### src/rtl/sync_fifo_flags.sv
// sync_fifo_flags: single-clock FIFO with occupancy count, threshold flags and overflow/underflow pulses.
// Define SYNC_FIFO_FWFT_EN for first-word-fall-through reads; otherwise reads have 1-cycle latency.
module sync_fifo_flags #(
  parameter int width     = 16,
  parameter int depth     = 8,
  parameter int af_thresh = depth - 2,
  parameter int ae_thresh = 1,
  localparam int adr_width = $clog2(depth),
  localparam int cnt_width = $clog2(depth + 1)
) (
  input  logic                 clk,
  input  logic                 rst,
  input  logic [width-1:0]     data_in,
  input  logic                 we,
  input  logic                 re,
  output logic [width-1:0]     data_out,
  output logic                 fifo_full,
  output logic                 fifo_empty,
  output logic                 almost_full,
  output logic                 almost_empty,
  output logic [cnt_width-1:0] count,
  output logic                 overflow,
  output logic                 underflow
);

  logic [width-1:0]     r_mem [depth];
  logic [adr_width-1:0] r_wr_ptr;
  logic [adr_width-1:0] r_rd_ptr;
  logic [cnt_width-1:0] r_count;
  logic                 r_overflow;
  logic                 r_underflow;
  logic                 w_full;
  logic                 w_empty;
  logic                 w_wr_ok;
  logic                 w_rd_ok;

  // Explicit wrap keeps non-power-of-two depths correct.
  function automatic logic [adr_width-1:0] ptr_next(input logic [adr_width-1:0] ptr);
    return (ptr == adr_width'(depth - 1)) ? '0 : ptr + adr_width'(1);
  endfunction

  assign w_full  = (r_count == cnt_width'(depth));
  assign w_empty = (r_count == '0);
  assign w_rd_ok = re && !w_empty && !rst;
  assign w_wr_ok = we && (!w_full || w_rd_ok) && !rst;

  // Stage: pointer, count and pulse registers
  always_ff @(posedge clk) begin
    if (rst) begin
      r_wr_ptr    <= '0;
      r_rd_ptr    <= '0;
      r_count     <= '0;
      r_overflow  <= 1'b0;
      r_underflow <= 1'b0;
    end else begin
      if (w_wr_ok) r_wr_ptr <= ptr_next(r_wr_ptr);
      if (w_rd_ok) r_rd_ptr <= ptr_next(r_rd_ptr);
      case ({w_wr_ok, w_rd_ok})
        2'b10:   r_count <= r_count + cnt_width'(1);
        2'b01:   r_count <= r_count - cnt_width'(1);
        default: r_count <= r_count;
      endcase
      r_overflow  <= we && !w_wr_ok;
      r_underflow <= re && w_empty;
    end
  end

  // Stage: storage array, never cleared
  always_ff @(posedge clk) begin
    if (w_wr_ok) r_mem[r_wr_ptr] <= data_in;
  end

`ifdef SYNC_FIFO_FWFT_EN
  // Head entry is visible whenever occupied; re only pops.
  assign data_out = w_empty ? '0 : r_mem[r_rd_ptr];
`else
  logic [width-1:0] r_data_out;

  // Stage: registered read port, holds when no read is accepted
  always_ff @(posedge clk) begin
    if (rst)          r_data_out <= '0;
    else if (w_rd_ok) r_data_out <= r_mem[r_rd_ptr];
  end

  assign data_out = r_data_out;
`endif

  assign fifo_full    = w_full;
  assign fifo_empty   = w_empty;
  assign almost_full  = (int'(r_count) >= af_thresh);
  assign almost_empty = (int'(r_count) <= ae_thresh);
  assign count        = r_count;
  assign overflow     = r_overflow;
  assign underflow    = r_underflow;

endmodule

### config.mk
export PLATFORM = sky130hd
export DESIGN_NAME = sync_fifo_flags
export DESIGN_NICKNAME = d
export VERILOG_FILES = /design/src/rtl/sync_fifo_flags.sv
export SDC_FILE = /design/constraint.sdc
export NUM_CORES = 1
export LEC_CHECK = 0
export ABC_AREA = 1
export BUFFER_PORTS_ARGS = -buffer_cell sky130_fd_sc_hd__buf_2
export CELL_PAD_IN_SITES_DETAIL_PLACEMENT = 0
export CELL_PAD_IN_SITES_GLOBAL_PLACEMENT = 2
export CORE_AREA = 2 2 118 143
export DETAILED_ROUTE_END_ITERATION = 8
export DIE_AREA = 0 0 120 145
export GPL_TIMING_DRIVEN = 0
export PLACE_DENSITY_LB_ADDON = 0.1
export SETUP_SLACK_MARGIN = 0.3
export SLEW_MARGIN = 20
export SYNTH_ARGS = -nofsm -noshare
export SYNTH_HDL_FRONTEND = slang
export SYNTH_SLANG_ARGS = --single-unit
### constraint.sdc
create_clock -name clk -period 4.71 [get_ports clk]
set_input_delay 0.7065 -clock clk [delete_from_list [all_inputs] [get_ports clk]]
set_output_delay 0.7065 -clock clk [all_outputs]
set_load 0.02 [all_outputs]
==> impl_metrics.yaml <==
status:
  status: "finished clean"
power_and_ir_drop:
  p_switching_uw: 829
  pwr-share-seq: 0.481
  swShare: 0.257
  powerDensity_nw_per_um2: 412
  clockPowerShare: 0.396
  leakage_nw: 3.49
  vdd_drop_max_v: 0.000208
  total_power_mw: 3.23
  pwr-share-comb: 0.123
  p_int_mw: 2.40
routing:
  drt-total-wl_mm: 16.9
  avgRoutedWirePerCell_um: 17.5
  drt_iter0_drc: 309
  vias: 4622
  post-route-drc-count: 0
  vias_per_cell: 4.79
  ant_nets: 0
  firstDrtPassIters: 4
timing:
  fmax_ghz: 0.390
  relSlewSlack: 0.460
  rsz0062_at_grt: "false"
  finalSetupViolCount: 0
  whs_ns: 0.447
  slew_violations: 0
  hold_viol: 0
  fin_tns_setup_ns: 0
  finalCritPeriodShare: 0.544
  tightest_slew_ns: 0.811
  min_period_ns: 2.56
  final.setup_skew_ns: 0.0106
cts:
  clk_pin_slew_ns: 0.06
  cts_tree: "yes"
  cts_resized: 0
  cts_inserted_buffers: 17
  cts_root_buf: "clkbuf_16"
  ctsLongestPathBuffers: 2
  numClockSinks: 156
  post_cts_buffers: 0
  insertion_delay_ns: 0.43
  htree_levels: 4
  hold_buffers: 0
cells_and_area:
  final_cell_mix: "nand2_1, edfxtp_1, inv_1, nand3_1, buf_2"
  antenna_cells: 0
  fin_area_um2: 7840
  fin_nets: 769
  area_growth_pct: 18.6
  drive_gt1_frac: 0.171
  final_cell_count_no_fill: 965
  fillerInstances: 1541
  layout_commonest_cell: "nand2_1"
floorplanning:
  die_x_um: 120
  rows: 51
  dieArea_um2: 17400
  core_um2: 16000
  die_y_um: 145
  ios: 46
  start_util: 0.413
grt:
  grt.total_usage: 0.202
  antenna_found_initial: 0
  grt_pass1_vias: 4479
  grt_overflow_total: 0
  grt_start_max_net_pins: 17
  grt_pass1_wl_mm: 25.4
logic_synthesis:
  synth_area_leader_cell: "edfxtp_1"
  synth.distinct_cells: 23
  synth_top_family_by_area: "simple AND/OR/NAND/NOR gates"
  yosys.area_share.simple: 0.218
  yosysWarnings: 0
  syn_avg_cell_area_um2: 10.0
  synth_compound_area_frac: 0.00757
  netlist_instances: 660
  muxShareOfSynthArea: 0
  synth_top_area_frac: 0.581
  synth_seq_cells: 156
  synthXorXnorAreaFrac: 0.00132
  yosys-top-cells-area: "edfxtp_1, nand2_1, dfxtp_1"
  ys_seq_area_frac: 0.666
  syn_nets: 689
  synthesis.area_um2: 6610
  synthAdderAreaFrac: 0.0170
place:
  port-buffer-count: 45
  place_area_um2: 7290
  dp_cells: 933
  gp_congestion: 0.781
  dp_hpwl_mm: 11.4
worst_setup_path:
  setup.worst_path.start_class: "flop"
  cp_data_arrival_time_ns: 2.70
  cp-end-kind: "flop"
  cp_slowest_cell: "nor3_2"
  path_cells: "inv_1 > ha_1 > nand4_2 > nand2_1 > buf_4 > nor3_2 > buf_6 > buf_4"
  worstPathRequired_ns: 4.85
  critPathMostFrequentCell: "buf_4"
  path_class: "reg2reg"
  crit_fanout: 10
  max_stage_delay_ns: 0.55
job:
  cap_violations: 0
hold_path:
  holdCritPathClass: "reg2reg"
==> cells by family after synthesis <==
kind of cell	after synthesis
and+or+nand+nor	340
DFF	156
buffers and inverters	144
AOI/OAI and AO/OA	10
adders and majority gates	9
xor gates and xnor gates	1
==> cell usage after synthesis, drive strengths merged <==
master / count
dfxtp: 28
clkbuf: 4
clkinv: 1
nor3: 12
buf: 24
xor2: 1
nand4: 2
a21oi: 4
ha: 9
nand3: 105
inv: 115
o21ai: 6
nor2: 11
edfxtp: 128
nand2: 210
==> power by group through the flow <==
| stage | clock network (mW) | logic, mW | registers (mW) |
|---|---|---|---|
| after floorplan | 0 | 0.220 | 1.61 |
| after global placement | 0 | 0.395 | 1.58 |
| after detailed placement | 0 | 0.404 | 1.58 |
| after CTS | 1.30 | 0.406 | 1.55 |
| after global routing | 1.36 | 0.444 | 1.56 |
| final | 1.28 | 0.398 | 1.55 |
==> final timing paths <==
check	end	depth (start not counted)	slack [ns]	start
worst min-delay path	data_out[11]$_SDFFE_PP0P_	2	0.45	data_out[11]$_SDFFE_PP0P_
worst min register to register	data_out[11]$_SDFFE_PP0P_	2	0.45	data_out[11]$_SDFFE_PP0P_
worst max register to register	r_mem[2][6]$_DFFE_PP_	8	2.15	count[1]$_SDFFE_PP0P_
worst max-delay path	r_mem[2][6]$_DFFE_PP_	8	2.15	count[1]$_SDFFE_PP0P_
==> area by class of cell <==
| cell class | instances | area [um^2] | share of cell area |
|---|---|---|---|
| Timing Repair Buffer | 61 | 368 | 0.0469 |
| Clock inverter | 11 | 96.3 | 0.0123 |
| Clock buffer | 21 | 460 | 0.0587 |
| Sequential cell | 156 | 4400 | 0.562 |
| Buffer | 28 | 155 | 0.0198 |
| Multi-Input combinational cell | 360 | 1660 | 0.211 |
| Tap cell | 212 | 265 | 0.0338 |
| Inverter | 116 | 438 | 0.0558 |
==> state kept, by name (all words and copies together) (netlist names) <==
name,count
data_out,16
r_mem,128
underflow,1
r_wr_ptr,3
r_rd_ptr,3
count,4
overflow,1
==> routing by layer <==
metal / wire length [um] / global-route usage / vias up
met5: 0 / 0 / -
met4: 174 / 0.0541 / 0
met3: 851 / 0.0436 / 14
met2: 8500 / 0.346 / 110
met1: 7330 / 0.258 / 2206
li1: - / - / 2292
==> through the flow <==
step | setup slack [ns] | utilization
2_1_floorplan | 1.92 | -
3_3_place_gp | 0.388 | 0.443
3_5_place_dp | 1.96 | 0.455
4_1_cts | 2.08 | 0.490
5_1_grt | 1.90 | 0.490
6_report | 2.15 | 0.490
==> worst max-delay path, delay by kind of cell (launching register included) <==
kind	cells	cell delay (ns)
AND/OR/NAND/NOR	3	0.81
buffers and inverters	4	0.73
flip-flops	1	0.45
adder cells (fa/ha/maj)	1	0.26
Note: power is estimated with default switching activity, not from simulation.
